### src/rtl/sim_status_ctrl.sv
// sim_status_ctrl
//   Simulation termination sequencer for the top-level testbench. It watches
//   the driven GPIO pins for software pass/fail signatures and runs a
//   watchdog timeout. It latches a verdict, waits a fixed drain period, and
//   then holds a finish request that the bench wrapper turns into $finish().
//
// Ports
//   clk_i            system clock
//   rst_i            asynchronous, active-high reset
//   enable_i         arms monitoring; low holds the block in IDLE (ignored in DRAIN/DONE)
//   gpio_pins_i      GPIO output value masked by its output enable
//   busy_o           high in RUN or DRAIN
//   verdict_valid_o  sticky once a verdict is latched
//   verdict_o        00 none, 01 pass, 10 fail, 11 timeout
//   verdict_pulse_o  one-cycle pulse on the cycle the verdict becomes visible
//   finish_o         finish request, sticky in DONE
//   cycle_count_o    RUN cycles elapsed, saturating, frozen at verdict
module sim_status_ctrl #(
  parameter logic [31:0] PassSig       = 32'hDEADBEEF,
  parameter logic [31:0] FailSig       = 32'hBAADC0DE,
  parameter int unsigned StableCycles  = 2,
  parameter int unsigned DrainCycles   = 7,
  parameter logic [31:0] TimeoutCycles = 32'd10_000_000
) (
  input  logic        clk_i,
  input  logic        rst_i,
  input  logic        enable_i,
  input  logic [31:0] gpio_pins_i,
  output logic        busy_o,
  output logic        verdict_valid_o,
  output logic [1:0]  verdict_o,
  output logic        verdict_pulse_o,
  output logic        finish_o,
  output logic [31:0] cycle_count_o
);

  typedef enum logic [1:0] {
    S_IDLE  = 2'd0,
    S_RUN   = 2'd1,
    S_DRAIN = 2'd2,
    S_DONE  = 2'd3
  } state_e;

  localparam logic [7:0]  StableLim   = 8'(StableCycles);
  localparam logic [31:0] DrainLast   = 32'(DrainCycles) - 32'd1;
  localparam logic [31:0] TimeoutLast = TimeoutCycles - 32'd1;

  state_e      state_q, state_d;
  logic [31:0] cycle_cnt_q, cycle_cnt_d;
  logic [7:0]  sig_cnt_q, sig_cnt_d;
  logic        sig_trk_q, sig_trk_d;      // 0: counting PassSig, 1: counting FailSig
  logic [31:0] drain_cnt_q, drain_cnt_d;
  logic [1:0]  verdict_q, verdict_d;
  logic        valid_q, valid_d;
  logic        pulse_q, pulse_d;

  logic        match_pass, match_fail, sig_hit, hit_id;
  logic [7:0]  sig_cnt_nx;
  logic        sig_accept, timeout_hit;

  always_comb begin
    match_pass = (gpio_pins_i == PassSig);
    match_fail = (gpio_pins_i == FailSig);
    sig_hit    = match_pass | match_fail;
    hit_id     = match_fail;

    // Post-increment signature count for this cycle.
    sig_cnt_nx = '0;
    if (sig_hit) begin
      if (hit_id == sig_trk_q) begin
        sig_cnt_nx = (sig_cnt_q == '1) ? sig_cnt_q : sig_cnt_q + 8'd1;
      end else begin
        sig_cnt_nx = 8'd1;
      end
    end

    sig_accept  = sig_hit && (sig_cnt_nx == StableLim);
    timeout_hit = (TimeoutCycles != 32'd0) && (cycle_cnt_q == TimeoutLast);
  end

  always_comb begin
    state_d     = state_q;
    cycle_cnt_d = cycle_cnt_q;
    sig_cnt_d   = sig_cnt_q;
    sig_trk_d   = sig_trk_q;
    drain_cnt_d = drain_cnt_q;
    verdict_d   = verdict_q;
    valid_d     = valid_q;
    pulse_d     = 1'b0;

    unique case (state_q)
      S_IDLE: begin
        cycle_cnt_d = '0;
        sig_cnt_d   = '0;
        sig_trk_d   = 1'b0;
        if (enable_i) state_d = S_RUN;
      end

      S_RUN: begin
        if (!enable_i) begin
          state_d     = S_IDLE;
          cycle_cnt_d = '0;
          sig_cnt_d   = '0;
          sig_trk_d   = 1'b0;
        end else begin
          sig_cnt_d = sig_cnt_nx;
          if (sig_hit) sig_trk_d = hit_id;
          // Signature acceptance takes priority over a coincident timeout;
          // the cycle count is frozen on the latching edge.
          if (sig_accept) begin
            verdict_d = hit_id ? 2'b10 : 2'b01;
            valid_d   = 1'b1;
            pulse_d   = 1'b1;
            state_d   = S_DRAIN;
          end else if (timeout_hit) begin
            verdict_d = 2'b11;
            valid_d   = 1'b1;
            pulse_d   = 1'b1;
            state_d   = S_DRAIN;
          end else if (cycle_cnt_q != '1) begin
            cycle_cnt_d = cycle_cnt_q + 32'd1;
          end
        end
      end

      S_DRAIN: begin
        if (DrainCycles == 0) begin
          state_d = S_DONE;
        end else if (drain_cnt_q == DrainLast) begin
          state_d = S_DONE;
        end else begin
          drain_cnt_d = drain_cnt_q + 32'd1;
        end
      end

      S_DONE: begin
        state_d = S_DONE;
      end

      default: state_d = S_IDLE;
    endcase
  end

  always_ff @(posedge clk_i or posedge rst_i) begin
    if (rst_i) begin
      state_q     <= S_IDLE;
      cycle_cnt_q <= '0;
      sig_cnt_q   <= '0;
      sig_trk_q   <= 1'b0;
      drain_cnt_q <= '0;
      verdict_q   <= '0;
      valid_q     <= 1'b0;
      pulse_q     <= 1'b0;
    end else begin
      state_q     <= state_d;
      cycle_cnt_q <= cycle_cnt_d;
      sig_cnt_q   <= sig_cnt_d;
      sig_trk_q   <= sig_trk_d;
      drain_cnt_q <= drain_cnt_d;
      verdict_q   <= verdict_d;
      valid_q     <= valid_d;
      pulse_q     <= pulse_d;
    end
  end

  always_comb begin
    busy_o          = (state_q == S_RUN) || (state_q == S_DRAIN);
    finish_o        = (state_q == S_DONE);
    verdict_valid_o = valid_q;
    verdict_o       = verdict_q;
    verdict_pulse_o = pulse_q;
    cycle_count_o   = cycle_cnt_q;
  end

endmodule
### config.mk
export PLATFORM = sky130hd
export DESIGN_NAME = sim_status_ctrl
export DESIGN_NICKNAME = d
export VERILOG_FILES = /design/src/rtl/sim_status_ctrl.sv
export SDC_FILE = /design/constraint.sdc
export NUM_CORES = 1
export LEC_CHECK = 0
export CAP_MARGIN = 20
export CORE_ASPECT_RATIO = 0.75
export CORE_MARGIN = 2
export CORE_UTILIZATION = 45
export CTS_BUF_LIST = sky130_fd_sc_hd__clkbuf_4 sky130_fd_sc_hd__clkbuf_8
export DETAILED_ROUTE_END_ITERATION = 10
export GPL_ROUTABILITY_DRIVEN = 0
export PLACE_DENSITY = 0.67
export SLEW_MARGIN = 0
export SYNTH_ARGS = -nofsm -noshare
export SYNTH_HDL_FRONTEND = slang
export SYNTH_SLANG_ARGS = --single-unit
### constraint.sdc
create_clock -name clk_i -period 4.5 [get_ports clk_i]
set_input_delay 0.9 -clock clk_i [delete_from_list [all_inputs] [get_ports clk_i]]
set_output_delay 0.9 -clock clk_i [all_outputs]
set_load 0.02 [all_outputs]
[After elaboration in Yosys (flattened, before gate mapping)]
Cells that the tools add are included.
Word-level totals
  flip-flop bits (word level): 79
  input port bits: 35
  output and inout port bits: 38
  word-level logic and storage cells: 69
Cells by class
  $add $sub $neg: 3
  eq/ne operators: 18
  muxes and demuxes: 28
  bitwise gates (word level): 2
  reductions and logical operators: 10
Operators by type and width (count)
  two-way mux 32 bit: 4
  adder 32 x 1 -> 32 bit (second input constant): 2
  equality test 32 bit (second input constant): 2
  case mux 32 bit (2 select lines): 1
  equality test 32 x 24 -> 1 bit (second input constant): 1
  equality test 32 x 3 -> 1 bit (second input constant): 1
  two-way mux 8 bit: 4
  != test 32 bit (second input constant): 1
  two-way mux 2 bit: 8
  case mux 8 bit (2 select lines): 1
  != test 3 bit (second input constant): 4
  adder 8 x 1 -> 8 bit (second input constant): 1
  equality test 8 x 2 -> 1 bit (second input constant): 1
  equality test 8 bit (second input constant): 1
  two-way mux 1 bit: 8
  case mux 2 bit (4 select lines): 1
  AND reduction 3 bit: 2
  equality test 2 bit (second input constant): 2
  != test 2 bit (second input constant): 2
  != test 4 bit (second input constant): 1
  AND reduction 2 bit: 2
  AND reduction 4 bit: 1
  nonzero test 2 bit: 2
  equality test 2 x 1 -> 1 bit (second input constant): 1
  7 further kinds: 7

[Longest topological paths before layout]
Gate-level depths: netlist (run 1).
  depth in word-level cells: 9
  gate-level depth with buffers: 11

[Worst setup path before layout (run 1)]
Ideal clock, no wire load.
  path kind: input-to-reg
  from: in gpio_pins_i[22]
  to: reg cycle_cnt_q[28] (netlist: cycle_count_o[28])
  library setup time: 0.125 ns
  arrival: 2.935 ns
  data required time: 4.375 ns
  setup slack: 1.440 ns
  stages on the path: 9
  buffers on the path: 2
  cells stage by stage: nand4b_1 -> nor4_1 -> nand3_1 -> or4_4 -> buf_6 -> nand3_4 -> buf_6 -> nor2_1 -> mux2_2
On the way
  cells in the longest elaborated chain, start to end: 8
  elaborated cells on any way between the ends: 10
  those cells by class: eq/ne: 5; mux: 2; bitwise: 1; reduce/logical: 2
Ends and longest elaborated chain
  from (decl): line 28  | input logic [31:0] gpio_pins_i,
  equality test 32 bit: line 63  | match_fail = (gpio_pins_i == FailSig);
  equality test 1 bit: line 70  | if (hit_id == sig_trk_q) begin
  two-way mux 8 bit: line 70
  two-way mux 8 bit: line 69  | if (sig_hit) begin
  equality test 8 x 2 -> 1 bit: line 77  | sig_accept = sig_hit && (sig_cnt_nx == StableLim);
  logical AND 1 bit *: line 77
  != test 3 bit (no line) *
  AND reduction 4 bit (no line) *
  to (signal assigned): line 156  | cycle_cnt_q <= cycle_cnt_d;
  to (decl): line 49  | logic [31:0] cycle_cnt_q, cycle_cnt_d;
Every way passes the cells marked *; elsewhere a longest branch is shown, timed or not.
A chain may end at the register's enable or synchronous reset.

[Final worst setup path (run 1)]
  from: in gpio_pins_i[30]
  to: reg cycle_cnt_q[17] (netlist: cycle_count_o[17])
The elaborated chain is that of the path after synthesis.

==> flow_summary.toml, run 1 <==
[worst_hold_path]
hold-path-endpoint = "drain_cnt_q[31]"
hold_depth = 1
min_from = "drain_cnt_q[31]"
hp-class = "register to register"

[logic_synthesis]
yosys-top-cells-area = "dfrtp_1 (42%), nand2_1 (4.5%), xnor2_1 (4.5%)"
synth.distinct_cells = 63
yosysSeqAreaShare_pct = 42.21
ys.flop_type = "dfrtp_1"
synth-edff-count = 0
synth_compound_area_share_pct = 13.87
synthAdderAreaFrac_pct = 2.672
syn-mean-instance-area_um2 = 9.201
syn_inst = 509
yosysWarningCount = 0
synth.largest_area_cell = "dfrtp_1"
ys_ff_latch = 79
async_flop_share_pct = 100.0
synthMuxAreaShare_pct = 1.309
synth-simple-area-share_pct = 29.84
synthXorXnorAreaFrac_pct = 6.546
synth_top_cell_area_share_pct = 42.21
synth_top_family_by_area = "simple AND/OR/NAND/NOR gates"
synthesis.area_um2 = 4683
synth_fp_nets = 554

[clocking]
cts.sinks = 79
htree_levels = 3
root_buffer = "clkbuf_8"
clk_latency_ps = 360
cts.repair.resized = 0
postCtsHoldBufs = 0
clockBufferDepth = 2
cts_tree = "built"
cts_setup_buffers = 0
cts_buffers = 9
cts.reportedPaths.clkPinSlew_ps = 80

[critical_path]
crit_path_cell_trace = "clkdlybuf4s50_1, nor4bb_1, and4_1, mux2i_1, or4_4, a21boi_4, a21oi_1, o21ai_0"
cpMaxStageDelayCell = "or4_4"
critical_path_class = "input pin to register"
critPathLaunchType = "input pin"
crit_cells = 8
cp_data_arrival_time_ps = 3580
r2r-start = "cycle_count_o[0]"
cp_max_fo = 16
end_kind = "register"
critical-path-max-stage-delay_ps = 700
timing.rr.end = "cycle_count_o[17]"
r2r_cells = 8
rrSetupSlack_ps = 1580
required_ps = 4760
cp_top_family = "simple AND/OR/NAND/NOR gates"
critPathBufInv = 1

[placed_design]
port-buffer-count = 72
dpl.hpwl_um = 8822
dp.cells = 705

[timing]
fmax_ghz = 0.3006
max_slew_margin_pct = 52.09
maxSlewViolCount = 0
setup_viol = 0
finClkSkew_ps = 14.08
finalHoldViolCount = 0
min_period_over_period_pct = 73.92
holdWs_ps = 472.9
finalSetupTns_ps = 0
rsz0062_at_grt = "no"
tightest_slew_ps = 712.0
period_minus_slack_ps = 3326

[floorplanning]
rows = 32
die_h_um = 92.35
die_width_um = 121.8
num_io_pins = 73
initial_core_util_pct = 45.87
core-area_um2 = 10210
dieArea_um2 = 11250

[pwr]
switchingPower_uw = 285.9
p_int_uw = 942.9
irDropWorstVdd_uv = 146.3
p_per_area_nw_per_um2 = 215.9
netSwitchingFraction_pct = 23.26
clkPwrFrac_pct = 38.2
seqPwrFrac_pct = 57.7
leakage_nw = 2.330
comb_power_share_pct = 4.1

[finish]
layout_commonest_cell = "dfrtp_1"
synthToLayoutAreaGrowth_pct = 21.53
antennaDiodeCount = 0
instances_no_fill = 720
multi_input_area_um2 = 2540
final_cell_mix = "dfrtp_1 (79), clkdlybuf4s50_1 (72), nand2_1 (56)"
nets = 625
nFillCells = 914
final_layout_size_suffix_gt1_share_pct = 8.390
regArea_um2 = 1977

[route]
dr.pass1.iters = 5
drt-initial-drc-count = 295
ant_nets = 0
viasPerCell = 5.926
wl_per_cell_um = 16.70
remaining_drc_errors = 0
vias = 4267
routed_wl_um = 12020

[run_status]
outcome = "completed"

[global_routing]
grt_antenna_before_repair = 0
first_global_vias = 4021
globalRoute.totalOverflow = 0
grt_usage_pct = 22.47
grt_pass1_wl_um = 20130
grt_max_degree = 33

[flow_run]
max-cap-violations = 0
-- per-stage QoR --
stage	util [%]	instance area, µm²	worst slack, ps	power, mW
after floorplan	-	4683	1440	0.7372
after global placement	54.11	5524	918.7	0.7733
after detailed placement	54.11	5524	868.9	0.7748
after CTS	55.75	5692	1210	1.253
after global routing	55.75	5692	996.3	1.276
final	55.75	5692	1174	1.229
-- power groups by stage --
stage	logic, mW	registers, mW	clock network [mW]
after floorplan	0.0138	0.723	0
after global placement	0.0499	0.723	0
after detailed placement	0.0514	0.723	0
after CTS	0.0515	0.709	0.492
after global routing	0.0555	0.709	0.512
final	0.0501	0.709	0.469
-- worst reg2reg max path, delay by kind of cell (launching register included) --
kind | cells | cell delay, ps
flip-flops | 1 | 430
AO/OA/AOI/OAI | 4 | 1000
AND/OR/NAND/NOR | 3 | 1120
adder cells (fa/ha/maj) | 1 | 270
-- state kept, by name, indices dropped and copies added (netlist names) --
register         flops
sig_cnt_q            8
verdict_pulse_o      1
verdict_valid_o      1
verdict_o            2
state_q              2
drain_cnt_q         32
sig_trk_q            1
cycle_count_o       32
-- cell families (layout without fill, tap and decap cells) --
family                     after synthesis  in the layout
buffers and inverters                   34            109
DFF                                     79             79
muxes                                    5              5
adders and majority gates               10             10
and+or+nand+nor                        254            254
xor gates and xnor gates                35             35
AOI/OAI and AO/OA                       92             92
-- worst max path at each step --
stage / to / start / slack (ps)
final: cycle_count_o[17] / gpio_pins_i[30] / 1170
after global routing: cycle_count_o[17] / gpio_pins_i[30] / 1000
after CTS: cycle_count_o[17] / gpio_pins_i[29] / 1210
after detailed placement: cycle_count_o[17] / gpio_pins_i[29] / 870
after global placement: cycle_count_o[28] / gpio_pins_i[30] / 920
after floorplan: cycle_count_o[28] / gpio_pins_i[22] / 1440
-- metal layers --
layer	part of all wire, %	GRT usage [%]
met2	44	33.94
met4	0.78	5.364
met5	0	0
met3	8.7	5.850
met1	47	32.34
-- layout make-up --
type                    instances  area share, %
multi-input cells             396          44.63
clock inverters                 5         0.6375
inverters                      13         0.8573
flip-flops and latches         79          34.73
well taps                     136          2.990
clock buffers                  10          2.308
repair buffers                 81          13.85
-- synth_stat cells (all sizes together) (3+ instances only) --
cell    count
nand4b      4
or3         4
or2         6
mux2        3
nor3       15
nand2      56
nand3      40
nor2       34
nand2b      6
nor4b       6
dfrtp      79
xnor2      24
a21o        7
and4       10
inv        13
or4         3
a21oi      19
o31ai       6
a31oi       6
and2        6
xor2       11
nand4      22
and3       15
clkbuf     15
nor4       18
o211ai      6
nor4bb      3
buf         6
o21ai      25
ha         10
Note: power is estimated with default switching activity, not from simulation.
==> run 2: changes to the inputs <==
- clock period: 4.5 -> 3.4 ns (I/O delays scaled with it)
==> run 2 against run 1 <==
  * Wire length up 1.7%
  * Highest routed layer unchanged
  * Register-to-register slack worse by 920 ps
  * Largest cell class unchanged
  * Global-route usage up 0.14 points
  * Critical endpoint is now cycle_count_o[8]
  * Largest power group unchanged
==> flow_summary.toml, run 2 (synthesized netlist as in run 1, its figures left out) <==
[run_status]
outcome = "completed"

[global_routing]
globalRoute.totalOverflow = 0
grt_antenna_before_repair = 0
first_global_vias = 4064
grt_usage_pct = 22.61
grt_pass1_wl_um = 20120
grt_max_degree = 33

[finish]
instances_no_fill = 727
antennaDiodeCount = 0
final_area_um2 = 5798
nFillCells = 945
synthToLayoutAreaGrowth_pct = 23.80
nets = 631
regArea_um2 = 1977
final_layout_size_suffix_gt1_share_pct = 9.475
layout_commonest_cell = "dfrtp_1"
final_cell_mix = "dfrtp_1 (79), clkdlybuf4s50_1 (72), nand2_1 (56)"
multi_input_area_um2 = 2540

[route]
routed_wl_um = 12230
ant_nets = 0
dr.pass1.iters = 5
viasPerCell = 5.894
remaining_drc_errors = 0
wl_per_cell_um = 16.82
vias = 4285
drt-initial-drc-count = 320

[timing]
maxSlewViolCount = 0
holdWs_ps = 477.0
finalHoldViolCount = 0
tightest_slew_ps = 887.5
finClkSkew_ps = 18.73
min_period_over_period_pct = 87.81
period_minus_slack_ps = 2986
fmax_ghz = 0.3349
setup_viol = 0
rsz0062_at_grt = "no"
finalSetupTns_ps = 0
max_slew_margin_pct = 40.61

[critical_path]
cp_data_arrival_time_ps = 3230
critPathLaunchType = "input pin"
cpMaxStageDelayCell = "or4_4"
r2r-start = "sig_cnt_q[2]"
end_kind = "register"
cp_max_fo = 14
crit_start = "gpio_pins_i[29]"
required_ps = 3640
crit_path_cell_trace = "clkdlybuf4s50_1, nor4bb_1, and4_1, mux2i_1, or4_4, nand3_4, nor3_1, a221o_1"
critical-path-max-stage-delay_ps = 700
critical_path_class = "input pin to register"

[worst_hold_path]
min_from = "verdict_valid_o"
hp-class = "register to register"

[placed_design]
dpl.hpwl_um = 8956
port-buffer-count = 72
placed_area_um2 = 5594
dp.cells = 711

[pwr]
p_per_area_nw_per_um2 = 299.8
netSwitchingFraction_pct = 22.78
switchingPower_uw = 395.9
irDropWorstVdd_uv = 248.8
comb_power_share_pct = 3.9
power_mw = 1.738
clkPwrFrac_pct = 42.1
leakage_nw = 2.389
seqPwrFrac_pct = 54.0
p_int_mw = 1.342

[floorplanning]
die_width_um = 121.8
core-area_um2 = 10210
die_h_um = 92.35
rows = 32
dieArea_um2 = 11250
initial_core_util_pct = 45.87
num_io_pins = 73

[clocking]
root_buffer = "clkbuf_8"
clockBufferDepth = 2
cts_buffers = 9
cts_tree = "built"
htree_levels = 3
postCtsHoldBufs = 0
cts.reportedPaths.clkPinSlew_ps = 80
cts.sinks = 79
clk_latency_ps = 360
cts_setup_buffers = 0
cts.repair.resized = 0

[flow_run]
max-cap-violations = 0
run 2: cell types whose count changed in the layout (fill, tap and decap cells not counted), sizes merged:
cell	change
inv	+2
clkinv	-2
buf	+6
bufinv	+1
run 2: area by class of cell:
cell class / count / share of cell area [%]
Timing Repair Buffer: 87 / 14.80
Sequential cell: 79 / 34.10
Inverter: 13 / 0.8416
Tap cell: 136 / 2.935
Clock inverter: 6 / 1.144
Multi-Input combinational cell: 396 / 43.81
Clock buffer: 10 / 2.374
run 2: metrics by stage:
| step | setup WS [ps] | util, % |
|---|---|---|
| floorplan | 560.4 | - |
| global placement | 164.3 | 54.79 |
| detailed placement | 82.38 | 54.79 |
| CTS | 432.5 | 56.79 |
| global route | 308.4 | 56.79 |
| finish | 414.5 | 56.79 |
run 2: critical path: cells and delay by family:
kind / cells / cell delay, ps
simple gates: 5 / 1620
buf+inv: 1 / 470
compound gates: 1 / 260
mux: 1 / 190
run 2: metal layers:
metal | up-vias | part of all wire [%] | track usage [%] | wire length [µm]
li1 | 2028 | - | - | -
met1 | 2097 | 48 | 32.38 | 5811
met2 | 151 | 44 | 33.85 | 5330
met3 | 9 | 8.2 | 6.835 | 999
met4 | 0 | 0.73 | 4.981 | 89
met5 | - | 0 | 0 | 0
run 2: power groups by stage:
| stage | registers, mW | logic, mW | clock network [mW] |
|---|---|---|---|
| after CTS | 0.939 | 0.0692 | 0.748 |
| after detailed placement | 0.957 | 0.0688 | 0 |
| after global placement | 0.957 | 0.0682 | 0 |
| final | 0.939 | 0.0675 | 0.732 |
| after floorplan | 0.957 | 0.0182 | 0 |
| after global routing | 0.939 | 0.0754 | 0.794 |
run 2: worst paths after layout:
kind	slack [ps]	cells after the start	end
max in group asynchronous	1920	3	verdict_pulse_o
worst max-delay path	410	8	cycle_count_o[8]
worst min register to register	480	1	verdict_valid_o
worst min-delay path	480	1	verdict_valid_o
worst max register to register	660	7	cycle_count_o[8]
min in group asynchronous	720	2	cycle_count_o[4]
==> run 3: changes to the inputs <==
- PLACE_DENSITY: 0.67 -> 0.69
==> run 3 against run 2 <==
  * First-iteration DRC count shrank 4.7%
  * Worst hold slack lost 5.0 ps
  * Global-route usage shrank 0.29 points
  * Wire length shrank 0.69%
  * Fmax grew 3.2%
  * Core utilization is essentially flat
  * Largest power group unchanged
  * Clock-buffer cell count is the same
  * Sequential power is essentially flat
  * Highest routed layer unchanged
  * Setup slack gained 94 ps
==> flow_summary.toml, run 3 (synthesized netlist as in run 1, its figures left out) <==
[global_routing]
globalRoute.totalOverflow = 0
grt_usage_pct = 22.32
grt_pass1_wl_um = 19900
first_global_vias = 4062
grt_max_degree = 46
grt_antenna_before_repair = 0

[timing]
rsz0062_at_grt = "no"
finalSetupTns_ps = 0
worst_slack_ps = 508.0
min_period_over_period_pct = 85.06
tightest_slew_ps = 731.1
fmax_ghz = 0.3458
setup_viol = 0
maxSlewViolCount = 0
finClkSkew_ps = 14.48
finalHoldViolCount = 0
period_minus_slack_ps = 2892
max_slew_margin_pct = 51.19

[floorplanning]
num_io_pins = 73
dieArea_um2 = 11250
die_width_um = 121.8
initial_core_util_pct = 45.87
core-area_um2 = 10210
rows = 32
die_h_um = 92.35

[finish]
nFillCells = 937
final_area_um2 = 5802
final_layout_size_suffix_gt1_share_pct = 9.168
synthToLayoutAreaGrowth_pct = 23.88
layout_commonest_cell = "dfrtp_1"
antennaDiodeCount = 0
nets = 629
final_cell_mix = "dfrtp_1 (79), clkdlybuf4s50_1 (72), nand2_1 (56)"

[pwr]
leakage_nw = 2.386
power_mw = 1.804
irDropWorstVdd_uv = 237.0
seqPwrFrac_pct = 52.0
comb_power_share_pct = 3.7
switchingPower_uw = 398.2
p_int_mw = 1.405
clkPwrFrac_pct = 44.3
netSwitchingFraction_pct = 22.08
p_per_area_nw_per_um2 = 310.9

[critical_path]
cp_data_arrival_time_ps = 3170
critPathLaunchType = "input pin"
cp_max_fo = 16
required_ps = 3680
rrSetupSlack_ps = 700
critical_path_class = "input pin to register"
end_kind = "register"

[route]
met3WireLength_um = 1130
routed_wl_um = 12150
drt-initial-drc-count = 305
viasPerCell = 5.869
ant_nets = 0
remaining_drc_errors = 0
dr_wl_met2_um = 5357
wl_per_cell_um = 16.75
dr.pass1.iters = 5
highest_layer = "met4"
vias = 4255
wl_met1_um = 5506

[clocking]
postCtsHoldBufs = 0
cts_buffers = 9
cts.sinks = 79
htree_levels = 3
cts_tree = "built"
root_buffer = "clkbuf_8"
cts_setup_buffers = 0
cts.reportedPaths.clkPinSlew_ps = 80
clk_latency_ps = 370
cts.repair.resized = 0
clockBufferDepth = 2

[placed_design]
placed_area_um2 = 5579
post-place-ws_ps = 114.4
dpl.hpwl_um = 8848
port-buffer-count = 72

[flow_run]
max-cap-violations = 0

[worst_hold_path]
hp-class = "register to register"

[run_status]
outcome = "completed"
## run 3: changes by cell type in the layout (fill, tap and decap cells not counted)
cell       before  now
buf_4          13   11
bufinv_16       1    2
clkbuf_4        0    1
clkbuf_8       10    9
clkinv_2        2    1
## run 3: through the flow
step,std cells,hold slack (ps),util (%)
final,725,472.0,56.83
after global routing,725,483.6,56.83
after CTS,725,477.3,56.83
after detailed placement,709,461.0,54.64
after global placement,709,461.5,54.64
after floorplan,509,442.6,-
## run 3: cell type report
cell class	count	area, µm²	area share, %
Multi-Input combinational cell	396	2540	43.78
Sequential cell	79	1977	34.07
Timing Repair Buffer	85	843.3	14.54
Tap cell	136	170.2	2.933
Clock buffer	10	131.4	2.264
Clock inverter	6	91.34	1.574
Inverter	13	48.80	0.8411
## run 3: worst max-delay path: stages
cell             delay, ps
clkdlybuf4s50_1        480
nor4bb_1               280
and4_1                 290
mux2i_1                180
or4_4                  700
a21boi_4               190
buf_12                 160
a21oi_1                 50
o21ai_0                160
## run 3: routing by layer
layer / vias to the layer above / GRT usage [%]
met3: 16 / 5.727
met5: - / 0
met4: 0 / 7.088
met1: 2031 / 31.30
li1: 2030 / -
met2: 178 / 33.89
## run 3: path summary, 6_finish.rpt
path	from	endpoint	depth (start not counted)
max	gpio_pins_i[30]	cycle_count_o[17]	9
min	drain_cnt_q[31]	drain_cnt_q[31]	1
max reg2reg	sig_cnt_q[2]	cycle_count_o[17]	8
min reg2reg	drain_cnt_q[31]	drain_cnt_q[31]	1
max in group asynchronous	rst_i	verdict_o[0]	3
min in group asynchronous	rst_i	drain_cnt_q[20]	2
## run 3: power by group through the flow
| stage | clock network (mW) | registers (mW) | logic (mW) |
|---|---|---|---|
| 6_report | 0.799 | 0.939 | 0.0665 |
| 2_1_floorplan | 0 | 0.957 | 0.0182 |
| 3_5_place_dp | 0 | 0.957 | 0.0684 |
| 3_3_place_gp | 0 | 0.957 | 0.0674 |
| 4_1_cts | 0.826 | 0.939 | 0.0688 |
| 5_1_grt | 0.860 | 0.939 | 0.0736 |
